### config.mk
export PLATFORM = sky130hd
export DESIGN_NAME = dp_tap_registers_flat
export DESIGN_NICKNAME = d
export VERILOG_FILES = /design/src/rtl/dp_tap_pkg.sv /design/src/rtl/dp_tap_registers_if.sv /design/src/rtl/dp_tap_shreg.sv /design/src/rtl/dp_tap_registers.sv /design/src/flat_wrapper.sv
export SDC_FILE = /design/constraint.sdc
export NUM_CORES = 1
export LEC_CHECK = 0
export CELL_PAD_IN_SITES_DETAIL_PLACEMENT = 1
export CELL_PAD_IN_SITES_GLOBAL_PLACEMENT = 1
export CORE_MARGIN = 5
export CORE_UTILIZATION = 44
export DETAILED_ROUTE_END_ITERATION = 6
export PLACE_DENSITY_LB_ADDON = 0.1
export SYNTH_ARGS = -nofsm -noshare
export SYNTH_HDL_FRONTEND = slang
export SYNTH_SLANG_ARGS = --single-unit
### constraint.sdc
create_clock -name tck -period 3 [get_ports tck]
set_clock_uncertainty 0.2 [all_clocks]
set_input_delay 0.45 -clock tck [delete_from_list [all_inputs] [get_ports tck]]
set_output_delay 0.45 -clock tck [all_outputs]
set_load 0.01 [all_outputs]
### src/rtl/dp_tap_pkg.sv
// Shared encodings for the debug-port TAP register file: instruction codes,
// bus FSM states and the default IDCODE value.
package dp_tap_pkg;

   localparam int IR_IDCODE   = 1;
   localparam int IR_DBG_ADDR = 2;
   localparam int IR_DBG_DATA = 3;
   localparam int IR_BYPASS   = -1;  // all-ones once cast to the IR width

   localparam logic [31:0] IDCODE_DEF = 32'h1000_0001;

   typedef enum logic {DBG_IDLE_S, DBG_REQ_S} dbg_state_e;

   typedef enum logic [1:0] {DR_BYPASS, DR_IDCODE, DR_ADDR, DR_DATA} dr_sel_e;

endpackage

### src/rtl/dp_tap_registers_if.sv
// Single-word req/ack debug bus driven by the TAP register file.
interface dp_tap_registers_if #(parameter int DBG_W = 32) ();
   logic             dbg_req;
   logic             dbg_we;
   logic [DBG_W-1:0] dbg_addr;
   logic [DBG_W-1:0] dbg_wdata;
   logic             dbg_ack;
   logic [DBG_W-1:0] dbg_rdata;

   modport master (output dbg_req, dbg_we, dbg_addr, dbg_wdata,
                   input  dbg_ack, dbg_rdata);
   modport slave  (input  dbg_req, dbg_we, dbg_addr, dbg_wdata,
                   output dbg_ack, dbg_rdata);
endinterface

### src/rtl/dp_tap_shreg.sv
// Generic TAP shift stage: parallel capture, or shift right with tdi into the MSB.
module dp_tap_shreg #(
   parameter int W = 1
) (
   input  logic         tck,
   input  logic         trst,
   input  logic         tdi,
   input  logic         capture,
   input  logic         shift,
   input  logic [W-1:0] cap_val,
   output logic [W-1:0] q
);

   logic [W-1:0] shift_nxt;

   generate
      if (W == 1) begin : g_one
         assign shift_nxt = tdi;
      end else begin : g_multi
         assign shift_nxt = {tdi, q[W-1:1]};
      end
   endgenerate

   always_ff @(posedge tck or negedge trst) begin
      if (!trst) begin
         q <= '0;
      end else if (capture) begin
         q <= cap_val;
      end else if (shift) begin
         q <= shift_nxt;
      end
   end

endmodule

### src/rtl/dp_tap_registers.sv
// Debug-port register file: IR, BYPASS/IDCODE/DBG_ADDR/DBG_DATA data registers,
// tdo mux and the req/ack bus sequencer.
//
//   state       | meaning
//   ------------+-------------------------------------------------
//   DBG_IDLE_S  | no transaction; a DBG_DATA update launches one
//   DBG_REQ_S   | dbg_req held with stable we/addr/wdata until ack
module dp_tap_registers
   import dp_tap_pkg::*;
#(
   parameter int          IR_W     = 4,
   parameter int          DBG_W    = 32,
   parameter logic [31:0] IDCODE_V = IDCODE_DEF
) (
   input  logic tck,
   input  logic trst,
   input  logic tdi,
   output logic tdo,
   input  logic sel_tdo,
   input  logic shift_ir,
   input  logic clk_ir,
   input  logic update_ir,
   input  logic shift_dr,
   input  logic clk_dr,
   input  logic update_dr,
   dp_tap_registers_if.master dbg
);

   dbg_state_e       state;
   dr_sel_e          dr_sel;
   logic [IR_W-1:0]  ir_q, ir_sh;
   logic [0:0]       byp_q;
   logic [31:0]      idcode_q;
   logic [DBG_W-1:0] addr_sh, addr_q, rdata_q;
   logic [DBG_W:0]   data_sh;
   logic             ovf, busy, dr_tdo;
   logic             cap_ir, sh_ir, cap_dr, sh_dr, upd_addr, upd_data;
   logic             unused_idcode;

   // update wins over a coincident clk strobe
   assign cap_ir = clk_ir & ~shift_ir & ~update_ir;
   assign sh_ir  = clk_ir &  shift_ir & ~update_ir;
   assign cap_dr = clk_dr & ~shift_dr & ~update_dr;
   assign sh_dr  = clk_dr &  shift_dr & ~update_dr;

   assign busy     = (state == DBG_REQ_S);
   assign upd_addr = update_dr & (dr_sel == DR_ADDR);
   assign upd_data = update_dr & (dr_sel == DR_DATA);

   always_comb begin
      dr_sel = DR_BYPASS;
      case (ir_q)
         IR_W'(IR_IDCODE):   dr_sel = DR_IDCODE;
         IR_W'(IR_DBG_ADDR): dr_sel = DR_ADDR;
         IR_W'(IR_DBG_DATA): dr_sel = DR_DATA;
         IR_W'(IR_BYPASS):   dr_sel = DR_BYPASS;
         default:            dr_sel = DR_BYPASS;
      endcase
   end

   dp_tap_shreg #(.W(IR_W)) u_ir (
      .tck(tck), .trst(trst), .tdi(tdi), .capture(cap_ir), .shift(sh_ir),
      .cap_val(IR_W'({ovf, 2'b01})), .q(ir_sh));

   dp_tap_shreg #(.W(1)) u_byp (
      .tck(tck), .trst(trst), .tdi(tdi),
      .capture(cap_dr & (dr_sel == DR_BYPASS)), .shift(sh_dr & (dr_sel == DR_BYPASS)),
      .cap_val(1'b0), .q(byp_q));

   dp_tap_shreg #(.W(32)) u_idcode (
      .tck(tck), .trst(trst), .tdi(tdi),
      .capture(cap_dr & (dr_sel == DR_IDCODE)), .shift(sh_dr & (dr_sel == DR_IDCODE)),
      .cap_val(IDCODE_V), .q(idcode_q));

   dp_tap_shreg #(.W(DBG_W)) u_addr (
      .tck(tck), .trst(trst), .tdi(tdi),
      .capture(cap_dr & (dr_sel == DR_ADDR)), .shift(sh_dr & (dr_sel == DR_ADDR)),
      .cap_val(addr_q), .q(addr_sh));

   dp_tap_shreg #(.W(DBG_W + 1)) u_data (
      .tck(tck), .trst(trst), .tdi(tdi),
      .capture(cap_dr & (dr_sel == DR_DATA)), .shift(sh_dr & (dr_sel == DR_DATA)),
      .cap_val({rdata_q, busy}), .q(data_sh));

   assign unused_idcode = ^idcode_q[31:1];

   always_ff @(posedge tck or negedge trst) begin
      if (!trst) begin
         state         <= DBG_IDLE_S;
         ir_q          <= IR_W'(IR_IDCODE);
         addr_q        <= '0;
         rdata_q       <= '0;
         ovf           <= 1'b0;
         dbg.dbg_req   <= 1'b0;
         dbg.dbg_we    <= 1'b0;
         dbg.dbg_wdata <= '0;
      end else begin
         if (update_ir) begin
            ir_q <= ir_sh;
            ovf  <= 1'b0;
         end
         if (upd_data && busy) ovf <= 1'b1;
         // address must stay stable on the bus while a request is open
         if (upd_addr && !busy) addr_q <= addr_sh;

         case (state)
            DBG_IDLE_S: begin
               if (upd_data) begin
                  dbg.dbg_we    <= data_sh[0];
                  dbg.dbg_wdata <= data_sh[DBG_W:1];
                  dbg.dbg_req   <= 1'b1;
                  state         <= DBG_REQ_S;
               end
            end
            DBG_REQ_S: begin
               if (dbg.dbg_ack) begin
                  if (!dbg.dbg_we) rdata_q <= dbg.dbg_rdata;
                  addr_q      <= addr_q + DBG_W'(4);
                  dbg.dbg_req <= 1'b0;
                  state       <= DBG_IDLE_S;
               end
            end
            default: state <= DBG_IDLE_S;
         endcase
      end
   end

   assign dbg.dbg_addr = addr_q;

   always_comb begin
      dr_tdo = byp_q[0];
      case (dr_sel)
         DR_IDCODE: dr_tdo = idcode_q[0];
         DR_ADDR:   dr_tdo = addr_sh[0];
         DR_DATA:   dr_tdo = data_sh[0];
         default:   dr_tdo = byp_q[0];
      endcase
   end

   assign tdo = sel_tdo ? ir_sh[0] : dr_tdo;

endmodule

### src/flat_wrapper.sv
// flat-port wrapper written by rule: the top's interface ports become plain ports
module dp_tap_registers_flat import dp_tap_pkg::*;
#(
   parameter int          IR_W     = 4,
   parameter int          DBG_W    = 32,
   parameter logic [31:0] IDCODE_V = IDCODE_DEF
)
  (tck, trst, tdi, tdo, sel_tdo, shift_ir, clk_ir, update_ir, shift_dr, clk_dr, update_dr, dbg_dbg_req, dbg_dbg_we, dbg_dbg_addr, dbg_dbg_wdata, dbg_dbg_ack, dbg_dbg_rdata);
  dp_tap_registers_if #(.DBG_W(DBG_W)) dbg_i ();
  input  logic tck;
  input  logic trst;
  input  logic tdi;
  output logic tdo;
  input  logic sel_tdo;
  input  logic shift_ir;
  input  logic clk_ir;
  input  logic update_ir;
  input  logic shift_dr;
  input  logic clk_dr;
  input  logic update_dr;
  output wire logic [$bits(dbg_i.dbg_req)-1:0] dbg_dbg_req;
  output wire logic [$bits(dbg_i.dbg_we)-1:0] dbg_dbg_we;
  output wire logic [$bits(dbg_i.dbg_addr)-1:0] dbg_dbg_addr;
  output wire logic [$bits(dbg_i.dbg_wdata)-1:0] dbg_dbg_wdata;
  input wire logic [$bits(dbg_i.dbg_ack)-1:0] dbg_dbg_ack;
  input wire logic [$bits(dbg_i.dbg_rdata)-1:0] dbg_dbg_rdata;
  assign dbg_dbg_req = dbg_i.dbg_req;
  assign dbg_dbg_we = dbg_i.dbg_we;
  assign dbg_dbg_addr = dbg_i.dbg_addr;
  assign dbg_dbg_wdata = dbg_i.dbg_wdata;
  assign dbg_i.dbg_ack = dbg_dbg_ack;
  assign dbg_i.dbg_rdata = dbg_dbg_rdata;
  dp_tap_registers #(.IR_W(IR_W), .DBG_W(DBG_W), .IDCODE_V(IDCODE_V)) u_core (.tck(tck), .trst(trst), .tdi(tdi), .tdo(tdo), .sel_tdo(sel_tdo), .shift_ir(shift_ir), .clk_ir(clk_ir), .update_ir(update_ir), .shift_dr(shift_dr), .clk_dr(clk_dr), .update_dr(update_dr), .dbg(dbg_i));
endmodule
==> results of run 1 <==
[state kept, by name, indices dropped and copies added (netlist names)]
signal	flops
u_core.u_addr.q	32
u_core.dbg.dbg_req	1
u_core.u_byp.q	1
u_core.dbg.dbg_we	1
u_core.dbg.dbg_addr	32
u_core.busy	1
u_core.ir_q	4
u_core.ovf	1
u_core.u_data.q	33
u_core.u_idcode.q	32
u_core.rdata_q	32
u_core.dbg.dbg_wdata	32
u_core.u_ir.q	4
[worst max-delay path: cells and delay by family, from the launching register on]
kind / cells / cell delay, ns
mux: 1 / 0.20
compound gates: 3 / 0.45
flops: 1 / 0.59
buf+inv: 1 / 0.48
[cells by family after synthesis]
family / Yosys count
simple gates: 262
mux: 136
xor+xnor: 2
buf+inv: 60
fa+ha+maj: 1
flops: 206
compound gates: 171
[power by group through the flow]
stage | Sequential, mW | Combinational, mW | Clock, mW
CTS | 3.52 | 1.02 | 2.83
global placement | 3.53 | 0.958 | 0
global route | 3.57 | 1.11 | 2.97
floorplan | 3.46 | 0.525 | 0
finish | 3.52 | 0.996 | 2.77
detailed placement | 3.56 | 1.00 | 0
[metal layers]
metal / GRT usage [%] / part of all wire [%] / up-vias / wire length (µm)
met5: 0 / 0 / - / 0
met3: 3.51 / 4.3 / 32 / 987
met2: 32.9 / 50 / 123 / 11300
li1: - / - / 3143 / -
met1: 26.0 / 45 / 3389 / 10200
met4: 3.87 / 1.3 / 0 / 298
[worst max path at each step]
stage	startpoint	endpoint	slack, ns	cells past startpoint
after floorplan	u_core.dbg.dbg_addr[2]	u_core.dbg.dbg_addr[28]	0.85	6
after global placement	dbg_dbg_ack	u_core.dbg.dbg_addr[19]	0.52	6
after detailed placement	dbg_dbg_ack	u_core.dbg.dbg_addr[19]	0.41	6
after CTS	u_core.ir_q[0]	tdo	0.04	5
after global routing	u_core.ir_q[0]	tdo	0.03	5
final	u_core.ir_q[0]	tdo	0.11	5
[area by class of cell]
| cell class | count | area [µm²] |
|---|---|---|
| inverters | 7 | 26.3 |
| well taps | 270 | 338 |
| clock inverters | 9 | 76.3 |
| fillers | 2135 | 9090 |
| multi-input cells | 572 | 3720 |
| flip-flops and latches | 206 | 5160 |
| repair buffers | 128 | 1290 |
| clock buffers | 33 | 673 |
[per-stage QoR]
stage / instance area, µm² / hold slack [ns]
after floorplan: 9140 / -0.0456
after global placement: 10500 / 0.204
after detailed placement: 10500 / 0.212
after CTS: 11300 / 0.252
after global routing: 11300 / 0.287
final: 11300 / 0.247
[placed cells by master, fill, tap and decap left out, types with 5 or more instances in the layout]
master / Yosys / routed
dfrtp_1: 205 / 205
nand2_1: 176 / 174
o21ai_0: 117 / 117
clkdlybuf4s50_1: 0 / 107
mux2_2: 68 / 68
mux2i_1: 67 / 67
clkbuf_16: 0 / 23
nand3_1: 15 / 15
a21oi_1: 15 / 15
buf_4: 0 / 15
nor2_1: 13 / 13
nand4_1: 9 / 9
inv_1: 7 / 7
clkbuf_8: 3 / 7
and2_1: 6 / 6
clkinv_2: 0 / 6
nor2b_1: 5 / 5
o311ai_0: 5 / 5
[timing repair]
item / in CTS / in global routing
hold buffers: 1 / 0
endpoints found under the setup margin: 1 / 1
endpoints found under the hold margin: 39 / 0
resized for setup: 1 / 1
==> results.yml, run 1 <==
logic_synthesis:
  synthSimpleGateAreaFrac_pct: 13.6
  yosys-top-cells-count: "205 x dfrtp_1, 176 x nand2_1, 117 x o21ai_0"
  synth_top_area_share_pct: 56.1
  synth-xor-area-share_pct: 0.192
  synth-seq-cells: 206
  synthAdderAreaFrac_pct: 0.137
  synth_nets: 882
  yosysWarnings: 0
  synthFlopType: "dfrtp_1"
  synth_edf_count: 0
  seq_area_frac_synth_pct: 56.4
  synth_largest_area_cell: "dfrtp_1"
  synth_cells: 838
  netlist_area_um2: 9140
  synth_mux_area_share_pct: 15.8
  async_flop_share_pct: 100
  ys_types: 62
  yosysMostFrequentCell: "dfrtp_1"
  synth_top_family_by_area: "multiplexers"
  synth.area.top_cells: "dfrtp_1 56%, mux2_2 8.4%, mux2i_1 7.3%"
  synth_compound_area_share_pct: 10.7
  syn_avg_cell_area_um2: 10.9
die:
  initial_core_util_pct: 44.9
  num_io_pins: 110
  die_y_um: 154
  die_area_um2: 23800
  design.core.area_um2: 20400
  std_cell_rows: 52
  die_width_um: 154
timing:
  setup_viol: 0
  worst_slack_ns: 0.113
  clock.fmax_mhz: 346
  rsz0062_at_grt: "no"
  fin_crit_sh_pct: 96.2
  tightest_slew_ns: 0.647
  fin_setup_tns_ns: 0
  min_period_ns: 2.89
  hold_violations: 0
  maxSlewViolCount: 0
  maxSlewHeadroom_pct: 56.5
routing:
  antenna_left: 0
  vias: 6687
  wl_per_cell_um: 18.6
  firstDrtPassIters: 4
  drc: 0
  finalWirelength_um: 22700
  routed_via_density: 5.46
  drt_iter0_markers: 349
cells_and_area:
  nets: 982
  num_antenna_cells: 0
  fin_util_pct: 55.4
  drive_above_1_share_pct: 15.5
  final_cells: 1225
  syn_to_final_growth_pct: 23.4
setup_path:
  crit_chain: "mux2i_1 > a21oi_1 > o32ai_2 > o21ai_0 > clkdlybuf4s50_1"
  r2r_slack_ns: 0.50
  cp_data_required_time_ns: 2.35
  ff2ff_path_depth: 6
  rr_endpoint: "u_core.dbg.dbg_addr[28]"
  startpoint_type: "flop"
  crit_fanout: 7
  arrival_ns: 2.24
  crit_type: "flop to output port"
  slowest_delay_ns: 0.59
  rr_startpoint: "u_core.dbg.dbg_addr[2]"
  crit_path_top_delay_cell: "dfstp_2"
  cp-end-kind: "output port"
global_routing:
  track_usage_pct: 19.3
  antenna_found_initial: 0
  grt_overflow_total: 0
  grt_pass1_vias: 7343
  grt_pass1_wl_um: 38700
  grt_max_degree: 81
outcome:
  outcome: "completed"
power_and_ir_drop:
  p_per_area_nw_per_um2: 646
  peakVddDrop_mv: 0.389
  p_switching_mw: 1.93
  seqPwrFrac_pct: 48.3
  internal_power_mw: 5.35
  clkPwrFrac_pct: 38.0
  combPwrFrac_pct: 13.7
  power.total_mw: 7.28
  p_leak_nw: 5.12
  swShare_pct: 26.5
place:
  hpwl_um: 15000
  post-place-cells: 1182
  io_buffers: 109
  dp_slack_ns: 0.405
  place.gp.congestion: 0.834
clock_network:
  cts_buffer_depth: 3
  cts_root_buffer: "clkbuf_16"
  cts_setup_buffers: 0
  cts_tree: "done"
  cts.sinks: 206
  clkTransAtPathRegs_ns: 0.06
  ctsHtreeMaxLevel: 1
  clk-insertion-delay-late_ns: 0.51
  cts_made_buffers: 23
flow_run:
  cap_violations: 0
worst_hold_path:
  hold_class: "input pin to async pin"
Power figures use the tool's default switching activity.
==> run 2: changes to the inputs <==
--- a/config.mk
+++ b/config.mk
@@ -8,9 +8,10 @@
 export CELL_PAD_IN_SITES_DETAIL_PLACEMENT = 1
 export CELL_PAD_IN_SITES_GLOBAL_PLACEMENT = 1
 export CORE_MARGIN = 5
-export CORE_UTILIZATION = 44
+export CORE_UTILIZATION = 45
 export DETAILED_ROUTE_END_ITERATION = 6
 export PLACE_DENSITY_LB_ADDON = 0.1
 export SYNTH_ARGS = -nofsm -noshare
 export SYNTH_HDL_FRONTEND = slang
+export SYNTH_HIERARCHICAL = 1
 export SYNTH_SLANG_ARGS = --single-unit
==> results.yml, run 2 <==
die:
  die_area_um2: 24500
  std_cell_rows: 53
  initial_core_util_pct: 45.9
  die_width_um: 157
  die_y_um: 157
  design.core.area_um2: 21100
  num_io_pins: 110
cells_and_area:
  syn_to_final_growth_pct: 23.2
  nets: 1038
  fin_util_pct: 56.5
  largest_reg_flops: 33
  multi_input_area_um2: 4200
  fill_cells: 2250
  regArea_um2: 5160
  drive_above_1_share_pct: 15.8
  num_antenna_cells: 0
  regMostFlops: "u_core/u_data/q"
  fin_area_um2: 11900
  final_cell_mix: "204 x dfrtp_1, 129 x nand2_1, 108 x clkdlybuf4s50_1"
  layout_commonest_cell: "dfrtp_1"
logic_synthesis:
  synth_largest_area_cell: "dfrtp_1"
  synth_top_area_share_pct: 53.0
  synthFlopType: "dfrtp_1"
  syn_avg_cell_area_um2: 11.3
  ys_types: 56
  synth_cells: 857
  yosysWarnings: 6
  synth.area.top_cells: "dfrtp_1 53%, mux2i_1 11%, mux2_2 7.9%"
  yosysMostFrequentCell: "dfrtp_1"
  synth_edf_count: 0
  async_flop_share_pct: 100
  seq_area_frac_synth_pct: 53.3
  netlist_area_um2: 9680
  yosys-top-cells-count: "205 x dfrtp_1, 129 x nand2_1, 105 x mux2i_1"
  synth-seq-cells: 206
timing:
  min_period_ns: 2.76
  hold-worst-slack_ns: 0.276
  fin_setup_tns_ns: 0
  hold_violations: 0
  maxSlewHeadroom_pct: 62.7
  setup_viol: 0
  tightest_slew_ns: 0.556
  maxSlewViolCount: 0
  rsz0062_at_grt: "no"
  fin_crit_sh_pct: 92.1
  clock.fmax_mhz: 362
clock_network:
  ctsHtreeMaxLevel: 1
  cts_buffer_depth: 3
  cts_tree: "done"
  cts.sinks: 206
  clk-insertion-delay-late_ns: 0.51
  cts_made_buffers: 24
  cts_root_buffer: "clkbuf_16"
  clkTransAtPathRegs_ns: 0.06
  cts_setup_buffers: 0
place:
  place_area_um2: 11100
  place.gp.congestion: 0.796
  io_buffers: 109
  hpwl_um: 15900
power_and_ir_drop:
  p_per_area_nw_per_um2: 820
  peakVddDrop_mv: 0.652
  p_leak_nw: 4.93
  power.total_mw: 9.78
global_routing:
  grt_max_degree: 67
  grt_pass1_vias: 7644
  antenna_found_initial: 0
  track_usage_pct: 20.2
  grt_pass1_wl_um: 40500
  grt_overflow_total: 0
routing:
  firstDrtPassIters: 4
  vias: 7037
  routed_via_density: 5.47
  antenna_left: 0
  drt_iter0_markers: 289
  drc: 0
  wl_per_cell_um: 18.9
  finalWirelength_um: 24300
setup_path:
  rr_startpoint: "u_core/dbg.dbg_addr[18]"
  arrival_ns: 2.11
  setup.worst_path.start: "u_core/ir_q[3]"
  startpoint_type: "flop"
  cp-end-kind: "output port"
  ff2ff_path_depth: 4
  r2r_slack_ns: 0.72
  crit_fanout: 6
  rr_endpoint: "u_core/dbg.dbg_addr[31]"
  crit_type: "flop to output port"
  cp_data_required_time_ns: 2.35
  crit_end: "tdo"
outcome:
  outcome: "completed"
worst_hold_path:
  hold_class: "flop to flop"
flow_run:
  cap_violations: 0
==> run 2: cell types whose count changed after synthesis, moves of 6 or more <==
| cell | delta |
|---|---|
| o21ai_0 | -105 |
| buf_6 | +7 |
| buf_12 | +9 |
| nand2_1 | -47 |
| nor3_1 | +16 |
| a311oi_1 | +10 |
| a21oi_1 | -8 |
| nor4_1 | +6 |
| o21ai_1 | +90 |
| buf_2 | +18 |
| clkbuf_1 | -25 |
| nor2_1 | +22 |
| mux2i_1 | +38 |
==> run 2: routing by layer <==
| metal | vias to the layer above | GRT usage, % | part of all wire (%) |
|---|---|---|---|
| met2 | 142 | 36.4 | 52 |
| met5 | - | 0 | 0 |
| met3 | 30 | 3.95 | 4.9 |
| li1 | 3303 | - | - |
| met1 | 3562 | 25.3 | 42 |
| met4 | 0 | 3.93 | 1.7 |
==> run 2: how the worst min path moves through the flow <==
stage                                     end  slack (ns)                from  cells after the start
after global routing      u_core/u_data/q[25]        0.30  u_core/rdata_q[24]                      2
after floorplan                   u_core/busy       -0.05                trst                      0
after detailed placement  u_core/u_data/q[10]        0.27   u_core/rdata_q[9]                      2
after global placement    u_core/u_data/q[32]        0.26  u_core/rdata_q[31]                      2
after CTS                  u_core/u_data/q[1]        0.28   u_core/rdata_q[0]                      2
final                     u_core/u_data/q[31]        0.28  u_core/rdata_q[30]                      2
==> run 2: logic make-up (layout without fill, tap and decap cells) <==
family / after synthesis / after routing / share of synthesized area, %
buf+inv: 65 / 186 / 5.06
mux: 174 / 174 / 18.9
other cells: 2 / 36 / 0.0776
fa+ha+maj: 1 / 1 / 0.129
flops: 206 / 206 / 53.3
simple gates: 245 / 245 / 11.9
compound gates: 164 / 164 / 10.7
==> run 2: report_power, final <==
group          leakage (nW)  internal [mW]  switching [mW]
logic                  1.85           1.27            1.01
registers              2.69           3.74           0.891
clock network         0.391           1.74            1.13
==> run 2: area by class of cell <==
cell class	count	area share, %
multi-input combinational	620	35.2
timing repair buffer	135	11.8
clock inverter	6	0.556
tap	275	2.89
sequential	206	43.3
clock buffer	38	6.07
inverter	7	0.220
==> run 2: timing repair <==
action,in CTS,in global routing
gates resized for setup,0,2
endpoints found under the setup margin,0,1
endpoints found under the hold margin,55,0
hold buffers,1,0
==> run 2: metrics by stage <==
stage / worst slack [ns] / std cells
finish: 0.237 / 1287
detailed placement: 0.356 / 1242
global placement: 0.431 / 1242
CTS: 0.0923 / 1287
floorplan: 0.898 / 891
global route: 0.0976 / 1287
==> run 2: critical path: stages, from the launching register on <==
cell and delay, ns:
dfrtp_1 0.44, nor2_2 0.26, o221ai_1 0.17, o21ai_0 0.18
clkdlybuf4s50_1 0.56
